File: src/rtl/instr_fetch.sv
// Instruction fetch unit: issues sequential word fetches and buffers the responses
// for the decoder. Branch/jump redirects flush the buffer and drop any in-flight responses.
//
// state   | meaning
// --------+--------------------------------------------------------------
// S_FETCH | normal operation, requests issued while buffer credit remains
// S_FLUSH | after redirect, discarding responses to pre-redirect requests
module instr_fetch #(
   parameter logic [31:0] RESET_PC   = 32'h0000_0000,
   parameter int          FIFO_DEPTH = 2
) (
   input  logic        clk,
   input  logic        rst_n,
   output logic        imem_req_valid,
   input  logic        imem_req_ready,
   output logic [31:0] imem_addr,
   input  logic        imem_rsp_valid,
   input  logic [31:0] imem_rsp_data,
   output logic        instr_valid,
   input  logic        instr_ready,
   output logic [31:0] instr,
   output logic [31:0] instr_pc,
   output logic [6:0]  opcode,
   input  logic        redirect_valid,
   input  logic [31:0] redirect_pc
);

   localparam int AW = $clog2(FIFO_DEPTH);
   localparam int CW = $clog2(FIFO_DEPTH + 1);
   localparam logic [CW:0] DEPTH_C = (CW+1)'(FIFO_DEPTH);
   localparam logic [0:0] S_FETCH = 1'b0;
   localparam logic [0:0] S_FLUSH = 1'b1;

   logic [0:0]    state_q, state_d;
   logic          run_q;
   logic [31:0]   pc_q, pc_d;
   logic [CW-1:0] outs_q, outs_d;
   logic [CW-1:0] drop_q, drop_d;
   logic [CW-1:0] cnt_q, cnt_d;
   logic [AW-1:0] pq_wr_q, pq_rd_q, f_wr_q, f_rd_q;
   logic [31:0]   pq_mem [FIFO_DEPTH];
   logic [31:0]   fd_mem [FIFO_DEPTH];
   logic [31:0]   fp_mem [FIFO_DEPTH];
   logic          pop, rsp_fire, acc, push;
   logic [CW:0]   credit;

   assign instr_valid = (cnt_q != '0);
   assign pop         = instr_valid && instr_ready;
   // Responses with nothing outstanding are protocol violations and are ignored.
   assign rsp_fire    = imem_rsp_valid && (outs_q != '0);
   assign credit      = {1'b0, outs_q} + {1'b0, cnt_q} - {{CW{1'b0}}, pop};

   assign imem_req_valid = run_q && (state_q == S_FETCH) && !redirect_valid && (credit < DEPTH_C);
   assign imem_addr      = pc_q;
   assign acc            = imem_req_valid && imem_req_ready;
   assign push           = rsp_fire && (state_q == S_FETCH) && !redirect_valid;

   assign instr    = fd_mem[f_rd_q];
   assign instr_pc = fp_mem[f_rd_q];
   assign opcode   = instr[6:0];

   always_comb begin
      state_d = state_q;
      pc_d    = pc_q;
      drop_d  = drop_q;
      outs_d  = outs_q;
      cnt_d   = cnt_q;
      if (acc && !rsp_fire)      outs_d = outs_q + 1'b1;
      else if (!acc && rsp_fire) outs_d = outs_q - 1'b1;
      if (redirect_valid)        cnt_d = '0;
      else if (push && !pop)     cnt_d = cnt_q + 1'b1;
      else if (!push && pop)     cnt_d = cnt_q - 1'b1;
      if (redirect_valid) begin
         // No request is offered on a redirect cycle, so outs_d is exactly what must be dropped.
         pc_d    = redirect_pc & 32'hFFFF_FFFC;
         drop_d  = outs_d;
         state_d = (outs_d != '0) ? S_FLUSH : S_FETCH;
      end else if (state_q == S_FLUSH) begin
         if (rsp_fire) drop_d = drop_q - 1'b1;
         if (drop_d == '0) state_d = S_FETCH;
      end else if (acc) begin
         pc_d = pc_q + 32'd4;
      end
   end

   always_ff @(posedge clk) begin
      if (!rst_n) begin
         state_q <= S_FETCH;
         run_q   <= 1'b0;
         pc_q    <= RESET_PC;
         outs_q  <= '0;
         drop_q  <= '0;
         cnt_q   <= '0;
         pq_wr_q <= '0;
         pq_rd_q <= '0;
         f_wr_q  <= '0;
         f_rd_q  <= '0;
         for (int i = 0; i < FIFO_DEPTH; i++) begin
            pq_mem[i] <= '0;
            fd_mem[i] <= '0;
            fp_mem[i] <= '0;
         end
      end else begin
         state_q <= state_d;
         run_q   <= 1'b1;
         pc_q    <= pc_d;
         outs_q  <= outs_d;
         drop_q  <= drop_d;
         cnt_q   <= cnt_d;
         if (redirect_valid) begin
            pq_wr_q <= '0;
            pq_rd_q <= '0;
            f_wr_q  <= '0;
            f_rd_q  <= '0;
         end else begin
            if (acc) begin
               pq_mem[pq_wr_q] <= pc_q;
               pq_wr_q         <= pq_wr_q + 1'b1;
            end
            if (push) begin
               fd_mem[f_wr_q] <= imem_rsp_data;
               fp_mem[f_wr_q] <= pq_mem[pq_rd_q];
               f_wr_q         <= f_wr_q + 1'b1;
               pq_rd_q        <= pq_rd_q + 1'b1;
            end
            if (pop) f_rd_q <= f_rd_q + 1'b1;
         end
      end
   end

endmodule

File: config.mk
export PLATFORM = sky130hd
export DESIGN_NAME = instr_fetch
export DESIGN_NICKNAME = d
export VERILOG_FILES = /design/src/rtl/instr_fetch.sv
export SDC_FILE = /design/constraint.sdc
export NUM_CORES = 1
export LEC_CHECK = 0
export CORE_AREA = 5 5 166 168
export DETAILED_ROUTE_END_ITERATION = 16
export DIE_AREA = 0 0 171 173
export DONT_BUFFER_PORTS = 1
export PLACE_DENSITY = 0.52
export SLEW_MARGIN = 15
export SYNTH_ARGS = -nofsm -noshare
export SYNTH_HDL_FRONTEND = slang
export SYNTH_SLANG_ARGS = --single-unit
export TNS_END_PERCENT = 10
File: constraint.sdc
create_clock -name clk -period 5.69 [get_ports clk]
set_clock_uncertainty 0.05 [all_clocks]
set_input_delay 0.569 -clock clk [delete_from_list [all_inputs] [get_ports clk]]
set_output_delay 0.569 -clock clk [all_outputs]
set_load 0.01 [all_outputs]
==> impl_metrics.csv, run 1 <==
group,metric,value,unit
run_status,outcome,"finished clean",
clocking,numCtsBuffers,25,
routing,wl,21200,microns
clocking,cts_root_buf,"clkbuf_16",
clocking,postCtsSetupRepairBufs,0,
grt,antenna_found_initial,0,
floorplanning,start_util,39.3,%
clocking,cts_max_level,1,
clocking,cts_tree,"built",
routing,drtAntennaViolNets,0,
synth,synth.avg_cell_area,12.7,sq um
sta,period_minus_slack,4050,ps
placed_design,port_buffers,0,
clocking,clockBufferDepth,3,
layout,layout_common_cells,"edfxtp_1 (184), and2_1 (115), nor2_1 (75)",
worst_setup_path,crit_path_max_fanout,19,
synth,yosysUniqueCellTypes,47,
floorplanning,die_h,173,microns
floorplanning,pin_count,175,
synth,ys_seq_area_share,63.2,%
layout,final_nets,854,
routing,drcViolationCount,0,
clocking,clock_sinks,228,
worst_setup_path,critical_path_class,"flip-flop to flip-flop",
grt,grt_pass1_wl,33000,microns
layout,layout_commonest_cell,"edfxtp_1",
run,cap_violations,0,
clocking,cts_resized,0,
clocking,cts_hold_buf,0,
clocking,cts.reportedPaths.clkPinSlew,50,ps
sta,finalHoldViolCount,0,
layout,drive_gt1_share,15.0,%
grt,first_global_vias,5881,
layout,post-route-util,43.4,%
synth,ys_seq_elements,228,
sta,drv_slew,0,
sta,final.period_utilization,71.2,%
routing,route.vias.total,5751,
floorplanning,die_area,29600,sq um
pwr,total_power,3.91,mW
placed_design,gp_congestion,0.765,
routing,drt-wirelength-per-cell,18.8,microns
pwr,peakVddDrop,0.185,mV
layout,area_growth,10.3,%
worst_setup_path,start_kind,"flip-flop",
worst_setup_path,reg2regPathDepth,12,
synth,synthArstFlopShare,0,%
worst_setup_path,cp-end-kind,"flip-flop",
floorplanning,core,25800,sq um
sta,fmaxAchievable,247,MHz
worst_setup_path,cp.arrival,4190,ps
placed_design,dp_hpwl,14600,microns
routing,avgViaCountPerCell,5.09,
synth,synth_edf_count,184,
synth,syn_area,10100,sq um
synth,synth_warnings,0,
min_path,hold_path.class,"input port to flip-flop",
clocking,clock_latency,510,ps
floorplanning,row_count,59,
layout,fillers,2342,
sta,tns,0,ps
pwr,leakagePower,3.83,nW
routing,dr.pass1.iters,4,
floorplanning,die_width,171,microns
sta,holdWs,41.0,ps
sta,setup_viol,0,
grt,grt_usage,13.9,%
grt,grt-ovfl-total,0,
synth,synthFlopType,"edfxtp_1",
sta,slew_headroom,23.9,%
min_path,hold_depth,0,
routing,drt_iter0_drc,339,
grt,grt_max_degree,57,
sta,rsz0062_at_grt,"false",
synth,synth_cells,796,
sta,timing_worst_slew_pin_value,1140,ps
pwr,power_density,350,nW/um^2
layout,antennaDiodeCount,0,
worst_setup_path,cp.required,5830,ps
## critical path, stage by stage (launching register included)
cell	delay (ps)
dfxtp_1	380
inv_1	80
nand2_1	140
nand2_1	120
inv_1	70
ha_1	210
nand2b_1	160
fa_1	530
nand4bb_4	150
or3b_2	680
nor3_2	190
nand2b_1	600
buf_4	370
## synthesized netlist by cell type, types with 3 or more instances
library cell    n  area [sq um]
a21oi_1        24           120
and2_1        115           719
and3_1          4          25.0
and4_1          3          26.3
buf_1           3          11.3
buf_4          11          82.6
clkbuf_1       44           165
dfxtp_1        44           881
edfxtp_1      184          5530
ha_1            5          62.6
inv_1          13          48.8
mux2_2         63           709
mux2i_1        33           330
nand2_1        21          78.8
nand2b_1        8          50.1
nand3_1        12          60.1
nand4_1         3          18.8
nor2_1         77           289
nor3_1         10          50.1
nor4_1         17           106
o21a_1          3          22.5
o21ai_0        29           145
or3_1           6          37.5
xnor2_1        27           236
xor2_1          7          61.3
## registers in the layout, summed over array words and instances (netlist names), named ones only
register and cells:
run_q 1, cnt_q 2, fd_mem 64, imem_addr 30
f_rd_q 1, pq_wr_q 1, state_q 1, drop_q 2
pq_rd_q 1, fp_mem 60, pq_mem 60, outs_q 2
f_wr_q 1
## layer usage
layer / vias up / routed length [microns] / track usage, % / part of all wire [%]
met2: 190 / 9260 / 21.7 / 44
met4: 0 / 466 / 3.10 / 2.2
li1: 2791 / - / - / -
met3: 34 / 1830 / 4.34 / 8.6
met5: - / 0 / 0 / 0
met1: 2736 / 9680 / 19.1 / 46
## logic make-up (layout without fill, tap and decap cells)
group                      Yosys count  after routing  share of synthesized area [%]
and+or+nand+nor                    288            288                           15.6
adders and majority gates            7              7                          0.914
xor gates and xnor gates            34             34                           2.94
DFF                                228            228                           63.2
other                                1              4                         0.0370
AOI/OAI and AO/OA                   68             68                           3.83
muxes                               96             96                           10.3
buffers and inverters               74             70                           3.17
## final cells by class
cell class	count	area [sq um]	area share, %
timing repair buffer	12	97.6	0.873
clock buffer	35	673	6.02
inverter	14	52.6	0.470
sequential	228	6410	57.3
clock inverter	9	91.3	0.817
multi-input combinational	497	3430	30.7
tap	335	419	3.75
## worst paths after layout
kind / start / endpoint / slack, ps
worst max-delay path: cnt_q[0]$_SDFFE_PP0P_ / pq_mem[0][6]$_SDFFCE_PN0P_ / 1640
worst min-delay path: rst_n / run_q$_DFF_P_ / 40
worst max register to register: cnt_q[0]$_SDFFE_PP0P_ / pq_mem[0][6]$_SDFFCE_PN0P_ / 1640
worst min register to register: cnt_q[1]$_SDFFE_PP0P_ / cnt_q[1]$_SDFFE_PP0P_ / 450
## metrics by stage
step | std cells | instance area [sq um] | setup slack [ps]
floorplan | 799 | 10100 | 1800
global placement | 1085 | 10400 | 1650
detailed placement | 1086 | 10400 | 1580
CTS | 1130 | 11200 | 1580
global route | 1130 | 11200 | 1360
finish | 1130 | 11200 | 1640
## where the power goes
part,internal [mW],total (mW),leakage [nW],switching (mW)
Combinational,0.149,0.401,1.19,0.253
Clock,0.909,1.51,0.375,0.603
Sequential,1.93,2.00,2.27,0.0705
(Power assumes the default switching activity.)
==> run 2, diff against run 1 <==
--- a/config.mk
+++ b/config.mk
@@ -9,7 +9,7 @@
 export DETAILED_ROUTE_END_ITERATION = 16
 export DIE_AREA = 0 0 171 173
 export DONT_BUFFER_PORTS = 1
-export PLACE_DENSITY = 0.52
+export PLACE_DENSITY = 0.54
 export SLEW_MARGIN = 15
 export SYNTH_ARGS = -nofsm -noshare
 export SYNTH_HDL_FRONTEND = slang
==> constraint.sdc (replaced) <==
create_clock -name clk -period 3.45 [get_ports clk]
set_clock_uncertainty 0.05 [all_clocks]
set_input_delay 0.345 -clock clk [delete_from_list [all_inputs] [get_ports clk]]
set_output_delay 0.345 -clock clk [all_outputs]
set_load 0.01 [all_outputs]
==> impl_metrics.csv, run 2 (same netlist as run 1, synthesis figures left out) <==
group,metric,value,unit
run_status,outcome,"finished clean",
pwr,p_sw,1.63,mW
grt,first_global_vias,6221,
layout,regMostFlops,"fd_mem",
layout,area_growth,18.0,%
clocking,cts.reportedPaths.clkPinSlew,60,ps
sta,finalWorstSetupSlack,161,ps
routing,drcViolationCount,0,
sta,final.period_utilization,95.3,%
floorplanning,start_util,39.3,%
routing,drt_iter0_drc,319,
clocking,cts_root_buf,"clkbuf_16",
layout,layout_common_cells,"edfxtp_1 (184), and2_1 (115), nor2_1 (75)",
worst_setup_path,path_cells,"inv_1 -> nand2_1 -> nand2_1 -> inv_1 -> ha_1 -> nand2b_1 -> fa_1 -> nand4bb_4 -> or3_4 -> or2_4 -> or4_1 -> a31oi_1",
floorplanning,core,25800,sq um
floorplanning,die_area,29600,sq um
run,cap_violations,0,
layout,drive_gt1_share,16.0,%
sta,slew_headroom,27.0,%
layout,largestRegisters,"fd_mem x64, fp_mem x60, pq_mem x60",
layout,largest_reg_flops,64,
layout,final_nets,920,
worst_setup_path,rrSetupSlack,160,ps
clocking,clock_latency,520,ps
pwr,p_clk_share,40.1,%
pwr,power_density,567,nW/um^2
worst_setup_path,reg2regPathDepth,12,
pwr,seq_power_share,48.8,%
sta,fmaxAchievable,304,MHz
placed_design,dp_hpwl,14600,microns
routing,drtAntennaViolNets,0,
grt,grt_max_degree,63,
layout,fin_area,12000,sq um
grt,grt_pass1_wl,34200,microns
pwr,combPwrFrac,11.1,%
grt,grt-ovfl-total,0,
floorplanning,die_h,173,microns
grt,grt_usage,14.3,%
worst_setup_path,critical_path_class,"flip-flop to flip-flop",
worst_setup_path,start_kind,"flip-flop",
worst_setup_path,crit_buf_inv,2,
pwr,peakVddDrop,0.336,mV
worst_setup_path,cp.required,3840,ps
pwr,leakagePower,4.17,nW
sta,setup_viol,0,
placed_design,port_buffers,0,
floorplanning,pin_count,175,
routing,wl,21800,microns
worst_setup_path,cp.arrival,3680,ps
worst_setup_path,cp_top_family,"simple AND/OR/NAND/NOR gates",
clocking,clock_sinks,228,
worst_setup_path,cp.depth,12,
floorplanning,die_width,171,microns
floorplanning,row_count,59,
placed_design,dpl_cell_area,10500,sq um
clocking,numCtsBuffers,26,
layout,fillers,2330,
sta,period_minus_slack,3290,ps
routing,route.vias.total,6059,
grt,antenna_found_initial,0,
sta,rsz0062_at_grt,"false",
layout,antennaDiodeCount,0,
worst_setup_path,cp-end-kind,"flip-flop",
clocking,cts_max_level,1,
clocking,cts_tree,"built",
min_path,hold_path.class,"input port to flip-flop",
routing,drt-wirelength-per-cell,18.2,microns
worst_setup_path,cpPeakStageDelay,530,ps
layout,layout_commonest_cell,"edfxtp_1",
worst_setup_path,critPathSlowestCell,"fa_1",
pwr,netSwitchingFraction,24.1,%
worst_setup_path,crit_path_max_fanout,5,
clocking,clockBufferDepth,3,
sta,timing_worst_slew_pin_value,1100,ps
routing,dr.pass1.iters,4,
min_path,hold_depth,2,
placed_design,gp_congestion,0.795,
placed_design,pre_cts_slack,134,ps
sta,finalHoldViolCount,0,
pwr,p_int,5.14,mW
sta,drv_slew,0,
routing,avgViaCountPerCell,5.05,
run 2: metal layers:
| layer | global-route usage, % | up-vias | wire length, microns |
|---|---|---|---|
| met2 | 23.5 | 199 | 10200 |
| met1 | 18.8 | 2909 | 9450 |
| met3 | 3.70 | 40 | 1600 |
| met5 | 0 | - | 0 |
| met4 | 4.19 | 0 | 570 |
| li1 | - | 2911 | - |
run 2: area by class of cell:
type / instances / area [sq um] / share of cell area [%]
clock buffer: 31 / 691 / 5.78
clock inverter: 17 / 161 / 1.35
inverter: 14 / 52.6 / 0.440
multi-input combinational: 497 / 3440 / 28.8
sequential: 228 / 6410 / 53.6
tap: 335 / 419 / 3.51
timing repair buffer: 77 / 786 / 6.57
run 2: timing repair:
action	CTS	global route
hold buffers	58	0
resized for setup	0	2
endpoints found under the hold margin	98	0
endpoints found under the setup margin	0	3
buffers inserted	0	0
run 2: final timing paths:
path,from,end
worst min-delay path,redirect_pc[6],imem_addr[6]$_SDFFE_PN0P_
worst min register to register,f_wr_q$_SDFFE_PP0P_,f_wr_q$_SDFFE_PP0P_
worst max-delay path,cnt_q[0]$_SDFFE_PP0P_,imem_addr[29]$_SDFFE_PN0P_
worst max register to register,cnt_q[0]$_SDFFE_PP0P_,imem_addr[29]$_SDFFE_PN0P_
run 2: power by group through the flow:
stage | Clock (mW) | Combinational (mW) | Sequential (mW)
after global placement | 0 | 0.684 | 3.36
final | 2.72 | 0.752 | 3.31
after global routing | 2.89 | 0.829 | 3.33
after floorplan | 0 | 0.557 | 3.32
after detailed placement | 0 | 0.696 | 3.37
after CTS | 2.79 | 0.766 | 3.31
run 2: through the flow:
stage	hold slack (ps)	power (mW)	setup TNS [ps]	cells	util, %
5_1_grt	14.0	7.05	0	1199	46.4
2_1_floorplan	323	3.88	-4420	799	-
3_5_place_dp	326	4.06	0	1093	40.8
3_3_place_gp	326	4.04	0	1093	40.8
6_report	26.3	6.78	0	1199	46.4
4_1_cts	3.26	6.86	0	1199	46.4
